<file path="config.mk">
export PLATFORM = sky130hd
export DESIGN_NAME = acq_ctrl
export DESIGN_NICKNAME = d
export VERILOG_FILES = /design/src/rtl/acq_ctrl.sv
export SDC_FILE = /design/constraint.sdc
export NUM_CORES = 1
export LEC_CHECK = 0
export BUFFER_PORTS_ARGS = -buffer_cell sky130_fd_sc_hd__buf_2
export CAP_MARGIN = 10
export CORE_ASPECT_RATIO = 0.9
export CORE_MARGIN = 5
export CORE_UTILIZATION = 50
export CTS_BUF_LIST = sky130_fd_sc_hd__clkbuf_8
export DETAILED_ROUTE_END_ITERATION = 8
export HOLD_SLACK_MARGIN = 0.08
export PLACE_DENSITY = 0.7
export SKIP_CTS_REPAIR_TIMING = 1
export SYNTH_ARGS = -nofsm -noshare
export SYNTH_HDL_FRONTEND = slang
export SYNTH_SLANG_ARGS = --single-unit
</file>
<file path="constraint.sdc">
create_clock -name axi_aclk -period 5.25 [get_ports axi_aclk]
set_input_delay 0.7875 -clock axi_aclk [delete_from_list [all_inputs] [get_ports axi_aclk]]
set_output_delay 0.7875 -clock axi_aclk [all_outputs]
set_load 0.03 [all_outputs]
</file>
<file path="src/rtl/acq_ctrl.sv">
// acq_ctrl: command-driven ADC capture controller with immediate/triggered start and abort.
module acq_ctrl #(
  parameter int LEN_W = 16
) (
  input  logic       axi_aclk,
  input  logic       axi_areset,
  input  logic       cmd_axis_tvalid,
  output logic       cmd_axis_tready,
  input  logic [7:0] cmd_axis_tdata,
  input  logic       cmd_axis_tlast,
  input  logic       adc_axis_tvalid,
  output logic       adc_axis_tready,
  input  logic [7:0] adc_axis_tdata,
  input  logic       adc_axis_tlast,
  output logic       out_axis_tvalid,
  input  logic       out_axis_tready,
  output logic [7:0] out_axis_tdata,
  output logic       out_axis_tlast,
  input  logic       trigger,
  output logic       busy,
  output logic       armed
);
  typedef enum logic [1:0] {IDLE, ARM, CAPTURE} state_t;
  state_t state, state_nx;
  logic rdy, trig_d, drop, adc_unused;
  logic [1:0] fcnt;
  logic [7:0] opc, len_hi;
  logic [LEN_W-1:0] len, cnt, len_new;
  logic cmd_hs, adc_hs, out_hs, edge_t, done, frame_ok, go_cap, go_arm, abort;

  assign adc_unused = adc_axis_tlast;
  assign cmd_axis_tready = rdy;
  assign cmd_hs = cmd_axis_tvalid & rdy;
  assign len_new = LEN_W'({len_hi, cmd_axis_tdata});
  assign frame_ok = state == IDLE && cmd_hs && !drop && fcnt == 2'd2 && cmd_axis_tlast && len_new != '0;
  assign go_cap = frame_ok && opc == 8'h01;
  assign go_arm = frame_ok && opc == 8'h02;
  // abort only counts as a one-byte frame: fcnt tracks mid-frame bytes while armed
  assign abort = state == ARM && cmd_hs && cmd_axis_tlast && fcnt == 2'd0 && cmd_axis_tdata == 8'hFF;
  assign edge_t = trigger & ~trig_d;
  assign done = cnt == len;
  assign adc_axis_tready = rdy & (state != CAPTURE || (!done && (!out_axis_tvalid || out_axis_tready)));
  assign adc_hs = state == CAPTURE && adc_axis_tvalid && adc_axis_tready;
  assign out_hs = out_axis_tvalid & out_axis_tready;
  assign busy = state != IDLE;
  assign armed = state == ARM;

  always_ff @(posedge axi_aclk or posedge axi_areset)
    if (axi_areset) state <= IDLE;
    else state <= state_nx;

  always_comb begin
    state_nx = state;
    if (state == IDLE) state_nx = go_cap ? CAPTURE : go_arm ? ARM : IDLE;
    else if (state == ARM) state_nx = abort ? IDLE : edge_t ? CAPTURE : ARM;
    else if (out_hs && out_axis_tlast) state_nx = IDLE;
  end

  always_ff @(posedge axi_aclk or posedge axi_areset)
    if (axi_areset) begin
      rdy <= 1'b0;
      trig_d <= 1'b0;
      fcnt <= '0;
      drop <= 1'b0;
      opc <= '0;
      len_hi <= '0;
      len <= '0;
      cnt <= '0;
      out_axis_tvalid <= 1'b0;
      out_axis_tdata <= '0;
      out_axis_tlast <= 1'b0;
    end else begin
      rdy <= 1'b1;
      trig_d <= trigger;
      if (state == CAPTURE || state_nx != state) begin
        fcnt <= '0;
        drop <= 1'b0;
      end else if (cmd_hs) begin
        if (cmd_axis_tlast) begin
          fcnt <= '0;
          drop <= 1'b0;
        end else if (state == ARM) fcnt <= 2'd1;
        else if (!drop) begin
          fcnt <= fcnt == 2'd2 ? 2'd0 : fcnt + 2'd1;
          drop <= fcnt == 2'd2;
          if (fcnt == 2'd0) opc <= cmd_axis_tdata;
          if (fcnt == 2'd1) len_hi <= cmd_axis_tdata;
        end
      end
      if (frame_ok) len <= len_new;
      if (state != CAPTURE) cnt <= '0;
      else if (adc_hs) cnt <= cnt + LEN_W'(1);
      if (adc_hs) begin
        out_axis_tvalid <= 1'b1;
        out_axis_tdata <= adc_axis_tdata;
        out_axis_tlast <= cnt + LEN_W'(1) == len;
      end else if (out_hs) begin
        out_axis_tvalid <= 1'b0;
        out_axis_tlast <= 1'b0;
      end
    end
endmodule

</file>
# Yosys cells after proc, flatten, opt, wreduce, memory -nomap -nowiden
# Index checks and enable logic that the tools add are counted.
# word_totals
reg_bits	65
inputBits	24
out_inout_bits	14
# classes
n_addsub	2
eq_ne	13
mux	23
bitwise	9
reduce_logical	32
# op_table
op	n
$eq 16x16->1	2
$mux 16	2
$mux 2	12
$add 16x1->16 const B	1
$reduce_bool 16->1	1
$logic_and 1x1->1	15
$reduce_and 6->1	2
$mux 1	9
$eq 8x1->1 const B	1
$eq 8x2->1 const B	1
$eq 8x8->1 const B	1
$reduce_bool 2->1	4
$not 1->1	5
$and 1x1->1	4
$eq 2x1->1 const B	2
$eq 2x2->1 const B	2
$logic_not 2->1	2
$ne 4x3->1 const B	1
$reduce_and 2->1	2
$logic_not 1->1	3
$logic_or 1x1->1	3
$ne 3x2->1 const B	1
$add 2x1->2 const B	1
$ne 2x2->1	1
$ne 2x2->1 const B	1

# Logic depth before layout (Yosys ltp)
# logic_depth
ltp_word	14
mapped_depth	8
mapped_depth_nobuf	7

# Worst setup path before layout
# Ideal clock, no wire load.
# synth_timing
path_type	register to output
start	reg cnt[3]
end	out adc_axis_tready
arrival_ns	2.129
required_ns	4.463
path_slack_ns	2.333
stages_incl_launch_ff	8
n_path_buf	2
path_cell_list	dfrtp_1 buf_2 xnor2_1 or4b_1 nor4_1 clkbuf_1 o21ai_0 and2_1
# synth_between
elab_chain_len	5
# synth_rtl
element	line	text
start: declaration	28	logic [LEN_W-1:0] len, cnt, len_new;
start signal: assignment	92	else if (adc_hs) cnt <= cnt + LEN_W'(1);
$eq 16x16->1	41	assign done = cnt == len;
$logic_not 1->1	42	assign adc_axis_tready = rdy & (state != CAPTURE || (!done && (!out_axis_tvalid || out_axis_tready)));
$logic_and 1x1->1	42	
$logic_or 1x1->1	42	
$and 1x1->1	42	
end: declaration	12	output logic adc_axis_tready,
# Every way passes these cells.

# Worst setup path in the final report
# Ends and elaborated chain as after synthesis.

==> qor.csv <==
metric;value;unit
outcome;finished, final reports clean;
cts_tree;built;
grt_pass1_wl;13850;µm
period_share;0.6234;
finClkSkew;0.008018;ns
layout-drive-gt1-share;0.2776;
detail_route.drc_violations;0;
antenna_left;0;
max-vdd-ir-drop;224.1;µV
global_route.usage.total;0.1936;
endpoint_kind;primary output;
maxCapViolations;0;
synth-seq-cells;65;
io_buffer_count;36;
clock_sinks;65;
drtIter0Drc;171;
timing.setup.critical_path_class;flop to primary output;
cp_cell_sequence;xnor2_1 > or4b_1 > nor4_1 > o21ai_0 > and2_1 > buf_2;
cp_top_family;simple AND/OR/NAND/NOR gates;
grt_setup_unrepaired;false;
syn_area;3545;µm²
layout.nets;391;
timing.final.setup_violations;0;
final-max-slew-violation-count;0;
placed_cells;448;
critical_path.n_buffers_inverters;1;
timing.fmax;305.5;MHz
antennaDiodeCount;0;
first_global_vias;2743;
worst-path-max-fanout;9;
synth_edf_count;0;
pwr-share-comb;0.289;
yosys.area_share.xor_xnor;0.09389;
final-instance-count-excl-fill;464;
core_region_area;6967;µm²
tritoncts_buffers;9;
clock_insertion_delay_worst_skew;0.35;ns
gp_routability_congestion;0.9083;
via_per_inst;5.907;
floorplan.rows;29;
total_iterations_of_the_first_detailed_routing_run;5;
count_of_endpoints_failing_hold_in_the_final_timing_report;0;
routed_wl;7988;µm
worstPathArrival;2.49;ns
worst_ep_required_time;4.46;ns
total_leakage_power;1.779;nW
root_buffer;sky130_fd_sc_hd__clkbuf_8;
fin_util;0.5700;
power_report.internal_total;1.054;mW
power_density;400.3;nW/µm²
layout.cells.most_common_list;sky130_fd_sc_hd__dfrtp_1 (65), sky130_fd_sc_hd__mux2_2 (40), sky130_fd_sc_hd__buf_2 (36);
mostFrequentLayoutCell;sky130_fd_sc_hd__dfrtp_1;
finalSetupTns;0;ns
synth.distinct_cells;54;
ys_dominant_reg_cell;sky130_fd_sc_hd__dfrtp_1;
antenna_found_initial;0;
synth_adder_area_share;0.003530;
place_hpwl;5769;µm
grt_start_max_net_pins;66;
cts.htree.levels;3;
die_area;8875;µm²
post-route-min-period;3.273;ns
yosys.area_share.simple;0.2139;
synth.avg_cell_area;10.64;µm²
synth-compound-area-share;0.06601;
synth_mux_area_frac;0.1341;
num_io_pins;38;
mappedNetlistNets;358;
floorplan.initialDensity;0.5088;
hold_path_class;flop to flop;
die_h;89.88;µm
clock_pin_slew_of_the_registers_on_the_worst_case_setup_and_hold_paths;0.08;ns
gate_count_after_technology_mapping;333;
overall_die_width;98.75;µm
synth_top_family_by_area;simple AND/OR/NAND/NOR gates;
avgRoutedWirePerCell;17.22;µm
fillerInstances;652;
share_of_total_power_consumed_by_net_switching;0.3371;
dr_total_vias;2741;
worst-slew-pin-transition;0.8159;ns
critPathMaxStageDelay;0.50;ns
power.sequential.fraction;0.457;
crit_slowest_cell;sky130_fd_sc_hd__dfrtp_1;
syn2layout_area_growth;12.04;%
ys_seq_area_frac;0.4589;
slew_headroom;0.4561;
yosys_warnings;0;
global_route.overflow_total;0;
power_switching;0.5359;mW
worst_setup_sp_type;flop;
ctsLongestPathBuffers;2;
async_flop_share;1.000;
clk_network_pwr_share;0.254;
==> synth_stat cells (6+ instances only) <==
library cell,instances,area (µm²)
sky130_fd_sc_hd__o21ai_0,10,50.05
sky130_fd_sc_hd__nor3_1,7,35.03
sky130_fd_sc_hd__nand4_1,10,62.56
sky130_fd_sc_hd__nor2_1,16,60.06
sky130_fd_sc_hd__xor2_1,14,122.6
sky130_fd_sc_hd__nand3_1,14,70.07
sky130_fd_sc_hd__or3_1,6,37.54
sky130_fd_sc_hd__nand2_1,21,78.83
sky130_fd_sc_hd__nor4_1,13,81.33
sky130_fd_sc_hd__clkbuf_1,11,41.29
sky130_fd_sc_hd__mux2_2,40,450.4
sky130_fd_sc_hd__inv_1,7,26.28
sky130_fd_sc_hd__a21oi_1,6,30.03
sky130_fd_sc_hd__dfrtp_1,65,1627
sky130_fd_sc_hd__xnor2_1,24,210.2
==> logic make-up after synthesis <==
logic type                 count (synthesis)
and+or+nand+nor                          128
xor gates and xnor gates                  38
muxes                                     42
other                                      1
adders and majority gates                  1
buffers and inverters                     23
DFF                                       65
AOI/OAI and AO/OA                         35
==> stage by stage <==
step	instance area, µm²	hold slack (ns)	setup WS [ns]	power, mW
2_1_floorplan	3545	0.4716	2.333	1.063
3_3_place_gp	3781	0.4850	2.129	1.179
3_5_place_dp	3781	0.4879	2.109	1.194
4_1_cts	3971	0.5062	1.948	1.600
5_1_grt	3971	0.5186	1.736	1.689
6_report	3971	0.5037	1.977	1.590
==> worst register-to-register path: cells and delay by family (launching register included) <==
family | cells | cell delay (ns)
AOI/OAI and AO/OA | 1 | 0.23
DFF | 1 | 0.37
muxes | 2 | 0.79
and+or+nand+nor | 3 | 1.37
==> power by group through the flow <==
stage / combinational, mW / sequential, mW / clock [mW]
after floorplan: 0.336 / 0.728 / 0
after global placement: 0.446 / 0.733 / 0
after detailed placement: 0.457 / 0.738 / 0
after CTS: 0.459 / 0.727 / 0.414
after global routing: 0.505 / 0.744 / 0.441
final: 0.459 / 0.726 / 0.404
==> routing by layer <==
metal  track usage  vias up  share of wire
met5             0        -              0
met4       0.06826        0          0.015
met3       0.04644       12          0.061
met2        0.2880       87           0.46
met1        0.2754     1356           0.46
li1              -     1286              -
==> registers in the layout, indices dropped and copies added (netlist names) <==
signal	flops
out_axis_tlast	1
cmd_axis_tready	1
out_axis_tvalid	1
state	2
drop	1
len_hi	8
trig_d	1
opc	8
out_axis_tdata	8
len	16
cnt	16
fcnt	2
==> final timing paths <==
kind	start	endpoint	slack (ns)	cells past startpoint
max in group asynchronous	axi_areset	len[8]$_DFFE_PP0P_	4.04	3
hold reg to reg	out_axis_tdata[6]$_DFFE_PP0P_	out_axis_tdata[6]$_DFFE_PP0P_	0.50	1
setup / recovery	cnt[3]$_DFFE_PP0P_	adc_axis_tready	1.98	6
min in group asynchronous	axi_areset	out_axis_tdata[1]$_DFFE_PP0P_	0.66	3
setup reg to reg	opc[7]$_DFFE_PP0P_	len_hi[5]$_DFFE_PP0P_	2.38	6
hold / removal	out_axis_tdata[6]$_DFFE_PP0P_	out_axis_tdata[6]$_DFFE_PP0P_	0.50	1
==> area by class of cell <==
class	instances	area [µm²]	area share
clock buffer	11	151.4	0.03812
inverter	7	26.28	0.006616
tap	93	116.4	0.02930
timing repair buffer	38	195.2	0.04915
clock inverter	5	38.79	0.009767
sequential	65	1627	0.4096
multi-input combinational	245	1817	0.4575
Note: power is estimated with default switching activity, not from simulation.
